==> src/rtl/slength_decoder_if.sv <==
// Bit-stream and match-length handshake bundle between the literal/length dispatcher,
// the fixed-Huffman length decoder and the LZ77 copy engine.
interface slength_decoder_if #(
    parameter int LEN_W = 9
) ();
    logic             flush_in;
    logic             bit_in;
    logic             bit_valid_in;
    logic             bit_ready_out;
    logic [LEN_W-1:0] match_length_out;
    logic             eob_out;
    logic             match_length_valid_out;
    logic             match_length_ready_in;
    logic             error_out;

    modport master (
        output flush_in, bit_in, bit_valid_in, match_length_ready_in,
        input  bit_ready_out, match_length_out, eob_out, match_length_valid_out, error_out
    );

    modport slave (
        input  flush_in, bit_in, bit_valid_in, match_length_ready_in,
        output bit_ready_out, match_length_out, eob_out, match_length_valid_out, error_out
    );
endinterface

==> src/rtl/slength_decoder.sv <==
// Bit-serial DEFLATE fixed-Huffman length-symbol decoder (256..285): MSB-first 7/8-bit code
// followed by LSB-first extra bits, producing match_length 3..258 or an end-of-block flag.
module slength_decoder #(
    parameter int LEN_W      = 9,
    parameter bit ALLOW_258X = 1'b0
) (
    input logic          clk,
    input logic          rst_n,
    slength_decoder_if.slave sif
);

    typedef enum logic [2:0] {
        S_CODE,
        S_CODE8,
        S_EXT,
        S_DONE,
        S_ERR
    } state_t;

    state_t           state, state_d;
    logic [6:0]       code, code_d;
    logic [2:0]       cnt, cnt_d;
    logic [8:0]       base, base_d;
    logic [2:0]       nx, nx_d;
    logic [4:0]       extra, extra_d;
    logic [LEN_W-1:0] len, len_d;
    logic             eob, eob_d;

    logic             take;
    logic [6:0]       c7;
    logic [7:0]       c8;
    logic [4:0]       idx;
    logic [4:0]       extra_in;
    logic [8:0]       sum;

    // Symbols 265..284 as idx 0..19: four symbols per extra-bit group g,
    // base = ((4 + j) << (g + 1)) + 3 with j the position inside the group.
    function automatic logic [8:0] base_of(input logic [4:0] i);
        logic [8:0] m;
        m = {6'd0, 1'b1, i[1:0]};
        return (m << ({1'b0, i[4:2]} + 4'd1)) + 9'd3;
    endfunction

    function automatic logic [2:0] nx_of(input logic [4:0] i);
        return i[4:2] + 3'd1;
    endfunction

    always_ff @(posedge clk or negedge rst_n) begin
        if (!rst_n) begin
            state <= S_CODE;
            code  <= '0;
            cnt   <= '0;
            base  <= '0;
            nx    <= '0;
            extra <= '0;
            len   <= '0;
            eob   <= 1'b0;
        end else begin
            state <= state_d;
            code  <= code_d;
            cnt   <= cnt_d;
            base  <= base_d;
            nx    <= nx_d;
            extra <= extra_d;
            len   <= len_d;
            eob   <= eob_d;
        end
    end

    always_comb begin
        state_d  = state;
        code_d   = code;
        cnt_d    = cnt;
        base_d   = base;
        nx_d     = nx;
        extra_d  = extra;
        len_d    = len;
        eob_d    = eob;
        idx      = '0;
        take     = sif.bit_valid_in &&
                   (state == S_CODE || state == S_CODE8 || state == S_EXT);
        c7       = {code[5:0], sif.bit_in};
        c8       = {code, sif.bit_in};
        extra_in = extra | (5'(sif.bit_in) << cnt);
        sum      = base + {4'd0, extra_in};

        if (sif.flush_in) begin
            state_d = S_CODE;
            code_d  = '0;
            cnt_d   = '0;
            extra_d = '0;
            eob_d   = 1'b0;
        end else begin
            case (state)
                S_CODE: begin
                    if (take) begin
                        code_d = c7;
                        if (cnt == 3'd6) begin
                            cnt_d = '0;
                            if (c7 == 7'd0) begin
                                len_d   = '0;
                                eob_d   = 1'b1;
                                state_d = S_DONE;
                            end else if (c7 <= 7'd8) begin
                                len_d   = LEN_W'(c7 + 7'd2);
                                eob_d   = 1'b0;
                                state_d = S_DONE;
                            end else if (c7 <= 7'd23) begin
                                idx     = 5'(c7 - 7'd9);
                                base_d  = base_of(idx);
                                nx_d    = nx_of(idx);
                                extra_d = '0;
                                state_d = S_EXT;
                            end else if (c7 >= 7'h60 && c7 <= 7'h63) begin
                                state_d = S_CODE8;
                            end else begin
                                state_d = S_ERR;
                            end
                        end else begin
                            cnt_d = cnt + 3'd1;
                        end
                    end
                end
                S_CODE8: begin
                    if (take) begin
                        if (c8 <= 8'd196) begin
                            idx     = 5'(c8 - 8'd177);
                            base_d  = base_of(idx);
                            nx_d    = nx_of(idx);
                            extra_d = '0;
                            state_d = S_EXT;
                        end else if (c8 == 8'd197) begin
                            len_d   = LEN_W'(9'd258);
                            eob_d   = 1'b0;
                            state_d = S_DONE;
                        end else begin
                            state_d = S_ERR;
                        end
                    end
                end
                S_EXT: begin
                    if (take) begin
                        extra_d = extra_in;
                        if (cnt == nx - 3'd1) begin
                            cnt_d = '0;
                            if (base == 9'd227 && extra_in == 5'd31 && !ALLOW_258X) begin
                                state_d = S_ERR;
                            end else begin
                                len_d   = LEN_W'(sum);
                                eob_d   = 1'b0;
                                state_d = S_DONE;
                            end
                        end else begin
                            cnt_d = cnt + 3'd1;
                        end
                    end
                end
                S_DONE: begin
                    if (sif.match_length_ready_in) begin
                        code_d  = '0;
                        cnt_d   = '0;
                        state_d = S_CODE;
                    end
                end
                S_ERR: begin
                    state_d = S_ERR;
                end
                default: begin
                    state_d = S_ERR;
                end
            endcase
        end
    end

    assign sif.bit_ready_out          = (state == S_CODE) || (state == S_CODE8) || (state == S_EXT);
    assign sif.match_length_valid_out = (state == S_DONE);
    assign sif.error_out              = (state == S_ERR);
    assign sif.match_length_out       = len;
    assign sif.eob_out                = eob;

endmodule

==> src/flat_wrapper.sv <==
// flat-port wrapper written by rule: the top's interface ports become plain ports
module slength_decoder_flat 
#(
    parameter int LEN_W      = 9,
    parameter bit ALLOW_258X = 1'b0
)
  (clk, rst_n, sif_flush_in, sif_bit_in, sif_bit_valid_in, sif_match_length_ready_in, sif_bit_ready_out, sif_match_length_out, sif_eob_out, sif_match_length_valid_out, sif_error_out);
  slength_decoder_if #(.LEN_W(LEN_W)) sif_i ();
  input logic clk;
  input logic rst_n;
  input wire logic [$bits(sif_i.flush_in)-1:0] sif_flush_in;
  input wire logic [$bits(sif_i.bit_in)-1:0] sif_bit_in;
  input wire logic [$bits(sif_i.bit_valid_in)-1:0] sif_bit_valid_in;
  input wire logic [$bits(sif_i.match_length_ready_in)-1:0] sif_match_length_ready_in;
  output wire logic [$bits(sif_i.bit_ready_out)-1:0] sif_bit_ready_out;
  output wire logic [$bits(sif_i.match_length_out)-1:0] sif_match_length_out;
  output wire logic [$bits(sif_i.eob_out)-1:0] sif_eob_out;
  output wire logic [$bits(sif_i.match_length_valid_out)-1:0] sif_match_length_valid_out;
  output wire logic [$bits(sif_i.error_out)-1:0] sif_error_out;
  assign sif_i.flush_in = sif_flush_in;
  assign sif_i.bit_in = sif_bit_in;
  assign sif_i.bit_valid_in = sif_bit_valid_in;
  assign sif_i.match_length_ready_in = sif_match_length_ready_in;
  assign sif_bit_ready_out = sif_i.bit_ready_out;
  assign sif_match_length_out = sif_i.match_length_out;
  assign sif_eob_out = sif_i.eob_out;
  assign sif_match_length_valid_out = sif_i.match_length_valid_out;
  assign sif_error_out = sif_i.error_out;
  slength_decoder #(.LEN_W(LEN_W), .ALLOW_258X(ALLOW_258X)) u_core (.clk(clk), .rst_n(rst_n), .sif(sif_i));
endmodule
==> config.mk <==
export PLATFORM = sky130hd
export DESIGN_NAME = slength_decoder_flat
export DESIGN_NICKNAME = d
export VERILOG_FILES = /design/src/rtl/slength_decoder_if.sv /design/src/rtl/slength_decoder.sv /design/src/flat_wrapper.sv
export SDC_FILE = /design/constraint.sdc
export NUM_CORES = 1
export LEC_CHECK = 0
export CAP_MARGIN = 20
export CORE_ASPECT_RATIO = 1.4
export CORE_MARGIN = 4
export CORE_UTILIZATION = 30
export DETAILED_ROUTE_END_ITERATION = 12
export GPL_TIMING_DRIVEN = 0
export MAX_ROUTING_LAYER = met4
export PLACE_DENSITY = 0.47
export SYNTH_ARGS = -nofsm -noshare
export SYNTH_HDL_FRONTEND = slang
export SYNTH_SLANG_ARGS = --single-unit
==> constraint.sdc <==
create_clock -name clk -period 4.15 [get_ports clk]
set_clock_uncertainty 0.2 [all_clocks]
set_input_delay 0.83 -clock clk [delete_from_list [all_inputs] [get_ports clk]]
set_output_delay 0.83 -clock clk [all_outputs]
set_load 0.01 [all_outputs]
* Word-level counts from Yosys, hierarchy flattened
Cells that the tools add are included.
** Operators by class
- Add/subtract/negate cells :: 12
- $lt $le $gt $ge :: 5
- Equality and inequality tests :: 36
- Shift operators :: 3
- Mux-type cells :: 74
- Bitwise operators :: 2
- Reduce and logical (&&, ||, !) cells :: 19
** Operators by type and width (count)
- $mux 9 :: 17
- $mux 3 :: 26
- $mux 5 :: 9
- $pmux 9 s3 :: 1
- $ne 3x2->1 const B :: 8
- $mux 7 :: 3
- $add 9x2->9 const B :: 2
- $pmux 9 s2 :: 1
- $reduce_and 9->1 :: 2
- $shl 3x4->9 :: 2
- $ne 2x1->1 const B :: 8
- $ne 3x3->1 const B :: 5
- $pmux 5 s3 :: 1
- $pmux 7 s2 :: 1
- $pmux 3 s4 :: 1
- $mux 1 :: 11
- $reduce_and 11->1 :: 1
- $reduce_and 10->1 :: 1
- $add 3x1->3 const B :: 3
- $add 9x5->9 :: 1
- $eq 9x8->1 const B :: 1
- $pmux 3 s3 :: 1
- $add 3x1->4 const B :: 2
- $add 7x2->8 const B :: 1
- 32 further kinds :: 42
** Word-level totals
- Register bits after elaboration :: 40

* Depth between registers and ports, before layout
- Depth in word-level cells :: 10
- Mapped depth :: 17
- Gate-level depth less buffers :: 15

* Worst setup path after synthesis
OpenSTA, ideal clock, no wires.
- Path kind :: input -> register
- From :: input sif_bit_in
- To :: register u_core.base[6]
- Data arrival time :: 3.768 ns
- Required time :: 3.885 ns
- Slack :: 0.117 ns
- Cell stages on the path :: 16
- Buffers on the path :: 3
- Path through :: buf_4 > clkbuf_1 > inv_1 > ha_1 > buf_6 > xor2_4 > ha_1 > xnor2_4 > xnor2_2 > nor3_4 > a21oi_1 > ha_1 > nor4b_1 > o22ai_1 > nor3_1 > o22a_1
** Between the ends
- Word-level cells in the longest chain between the ends :: 10
- Elaborated cells on any way between the ends :: 25
- Classes of those cells :: 6 x add/sub; 3 x order compare; 4 x eq/ne; 2 x shift; 8 x mux; 2 x reduce/logical
** Ends and longest elaborated chain
- from (decl) :: RTL line flat_wrapper.sv:12 : input wire logic [$bits(sif_i.bit_in)-1:0] sif_bit_in;
- $sub 5x4->5 :: RTL line slength_decoder.sv:109 : idx = 5'(c7 - 7'd9);
- $add 3x1->4 :: RTL line slength_decoder.sv:41 : return (m << ({1'b0, i[4:2]} + 4'd1)) + 9'd3;
- $shl 3x4->9 :: RTL line slength_decoder.sv:41
- $add 9x2->9 :: RTL line slength_decoder.sv:41
- $mux 9 :: RTL line slength_decoder.sv:108 : end else if (c7 <= 7'd23) begin
- $mux 9 :: RTL line slength_decoder.sv:104 : end else if (c7 <= 7'd8) begin
- $mux 9 :: RTL line slength_decoder.sv:100 : if (c7 == 7'd0) begin
- $mux 9 :: RTL line slength_decoder.sv:98 : if (cnt == 3'd6) begin
- $mux 9 :: RTL line slength_decoder.sv:96 : if (take) begin
- $pmux 9 s2 :: RTL line slength_decoder.sv:94 : case (state)
- to (signal assigned) :: RTL line slength_decoder.sv:62 : base <= base_d;
- to (decl) :: RTL line slength_decoder.sv:23 : logic [8:0] base, base_d;
Several ways; a longest one is shown, not always the timed one. The select of a mux whose other input is x is not followed.
A chain may end at the register's enable or synchronous reset.

* Worst setup path after layout
Ends and elaborated chain as after synthesis.

==> reports/results.tsv <==
stage	metric	value	unit
outcome	status	complete, no violations	
floorplanning	dieWidth	101	um
cells_and_area	n_fill_cell	1257	
sta	post-route-min-period	3.98	ns
drt	postRouteAntennaNets	0	
worst_setup_path	r2r_end	u_core.base[6]	
worst_setup_path	arrival	4.00	ns
synthesis	avgSynthCellArea	8.59	um2
power	p_per_area	683	nW/um2
cells_and_area	drive_gt1_frac	0.191	
clock_network	clock_latency	0.29	ns
worst_setup_path	worstPathMaxFanout	10	
clock_network	htreeDepth	2	
worst_hold_path	holdPathStages	2	
worst_setup_path	cp-end-kind	register	
drt	wl	10.4	mm
sta	max_clock_freq	251	MHz
place	gp_congestion	0.869	
worst_hold_path	min_from	u_core.extra[0]	
sta	setup_viol	0	
place	hpwl	7.90	mm
sta	tightest_slew	0.717	ns
sta	grt_setup_unrepaired	false	
clock_network	numCtsBuffers	5	
cells_and_area	final_util	0.366	
sta	maxSlewHeadroom	0.520	
floorplanning	num_io_pins	19	
drt	post_drt_wl_per_cell	17.0	um
floorplanning	start_util	0.307	
drt	via_count	3223	
place	port_buffers	16	
power	ir_worst_vdd	0.000164	V
global_routing	grt_pass1_wl	16.8	mm
drt	drtPass1Iterations	4	
worst_setup_path	cp-start-kind	primary input	
worst_setup_path	ff2ff_path_depth	17	
cells_and_area	instances_no_fill	608	
sta	slew_viol_final	0	
global_routing	antenna_found_initial	0	
power	leakage	0.00180	uW
global_routing	grtUsageTotal	0.155	
synthesis	syn_nets	452	
global_routing	globalRouteOverflowTotal	0	
worst_setup_path	critPathKind	primary input to register	
synthesis	synth_edf_count	0	
floorplanning	core_area	11900	um2
clock_network	root_buffer	clkbuf_16	
global_routing	use_met1	0.181	
cells_and_area	layout_commonest_cell	nand2_1	
global_routing	grt_start_max_net_pins	22	
floorplanning	fp.dieH	138	um
cells_and_area	area_growth	19.2	%
clock_network	cts_tree	yes	
synthesis	ys_seq_area_frac	0.275	
global_routing	grt_pass1_vias	3174	
cells_and_area	nets	488	
worst_setup_path	required	4.17	ns
worst_setup_path	r2r_slack	0.33	ns
worst_hold_path	whs_endpoint	u_core.extra[0]	
synthesis	synth_top_flop_cell	dfrtp_1	
sta	hold_viol_final	0	
synthesis	netlist_instances	424	
synthesis	synth-seq-cells	40	
floorplanning	rows	47	
cells_and_area	layout_common_cells	55 x nand2_1, 40 x dfrtp_1, 32 x a21oi_1	
global_routing	global_route.usage.met3	0.0202	
sta	fin_crit_sh	0.959	
clock_network	clk_pin_slew	0.06	ns
clock_network	clock_path_buffers	2	
synthesis	syn-cell-area	3640	um2
synthesis	ys_types	88	
worst_setup_path	r2r-start	u_core.code[1]	
clock_network	cts_sinks	40	
drt	drt_drc_violations_left	0	
synthesis	ys.warnings.count	0	
synthesis	synthArstFlopShare	1.00	
job	max_cap_violations	0	
global_routing	busiest_layer	met2	
drt	drt_iter0_drc	184	
place	place_inst	588	
worst_hold_path	hold_class	register to register	
floorplanning	dieArea	14000	um2
global_routing	met2_usage	0.262	
cells_and_area	antennaDiodeCount	0	
drt	post_drt_via_cell_ratio	5.30	
## flip-flops by register name (all words and copies together), names as in the netlist
name                         count
u_core.base                      9
u_core.cnt                       3
u_core.extra                     5
u_core.state                     3
u_core.sif.match_length_out      9
u_core.nx                        3
u_core.code                      7
u_core.sif.eob_out               1
## Yosys cell counts, types with 4 or more instances
| cell | count | area share |
|---|---|---|
| nand2_1 | 55 | 0.057 |
| a21oi_1 | 33 | 0.045 |
| buf_2 | 4 | 0.0055 |
| xnor2_1 | 14 | 0.034 |
| a211oi_1 | 5 | 0.010 |
| nor3_1 | 10 | 0.014 |
| dfrtp_1 | 40 | 0.27 |
| o21ai_1 | 9 | 0.012 |
| nand3_1 | 10 | 0.014 |
| buf_4 | 5 | 0.010 |
| xor2_1 | 6 | 0.014 |
| o21ai_0 | 28 | 0.038 |
| clkbuf_1 | 10 | 0.010 |
| nor2_1 | 29 | 0.030 |
| o221ai_1 | 4 | 0.0096 |
| buf_6 | 6 | 0.019 |
| mux2_2 | 6 | 0.019 |
| inv_1 | 19 | 0.020 |
| ha_1 | 21 | 0.072 |
## cell type report
class	instances	area, um2	share of cell area
multi-input cells	336	2450	0.564
repair buffers	29	272	0.0625
inverters	21	81.3	0.0187
well taps	147	184	0.0424
flip-flops and latches	40	1000	0.230
clock inverters	1	7.51	0.00173
plain buffers	27	206	0.0475
clock buffers	7	143	0.0328
## per-stage QoR
step                TNS, ns  area [um2]  worst slack, ns  hold WS [ns]  total power, uW
finish                    0        4340            0.171         0.302             2970
global route              0        4340           0.0123         0.344             3210
detailed placement   -10.25        4010            -1.14         0.287             2430
floorplan                 0        3640            0.117         0.265             1940
global placement     -11.09        3990            -1.15         0.279             2410
CTS                       0        4270            0.182         0.303             2930
## worst max path at each step
stage                     slack, ns             end           start  cells past startpoint
after floorplan                0.12  u_core.base[6]      sif_bit_in                     16
after global placement        -1.15  u_core.base[6]      sif_bit_in                     17
after detailed placement      -1.14  u_core.base[6]      sif_bit_in                     17
after CTS                      0.18  u_core.base[6]  u_core.code[1]                     17
after global routing           0.01  u_core.base[6]      sif_bit_in                     17
final                          0.17  u_core.base[6]      sif_bit_in                     17
## metal layers
metal  wire (um)  share of wire
met4         294          0.028
met5           0              0
met3         346          0.033
met1        4270           0.41
met2        5450           0.53
## critical path, stage by stage
cell and delay, ns:
dlygate4sd2_1 0.27, buf_6 0.14, clkbuf_8 0.18, inv_1 0.07, ha_1 0.15, buf_6 0.16
nor3b_4 0.27, buf_4 0.18, xor2_4 0.23, nand2b_2 0.14, and2_4 0.19, a2bb2oi_2 0.18
ha_2 0.23, nor4b_4 0.28, o22ai_2 0.12, nor3_1 0.20, o22a_1 0.16
## power breakdown
part / switching, uW / internal, uW / total (uW)
Clock: 162 / 240 / 402
Combinational: 1080 / 851 / 1930
Sequential: 112 / 521 / 633
## kinds of logic (layout without fill, tap and decap cells)
family                   count (synthesis)  count (layout)  synth area share
AO/OA/AOI/OAI                          134             134             0.257
XOR/XNOR                                25              25            0.0797
adder cells (fa/ha/maj)                 22              22            0.0776
buffers and inverters                   48              85            0.0745
flip-flops                              40              40             0.275
multiplexers                             8               8            0.0240
AND/OR/NAND/NOR                        147             147             0.212
## repair_timing
item | 4_1_cts | 5_1_grt
hold buffers | 0 | 0
endpoints found under the hold margin | 0 | 0
pin swaps | 4 | 1
setup endpoints to repair | 17 | 2
setup buffers | 7 | 5
resized for setup | 14 | 5
(Power assumes the default switching activity.)
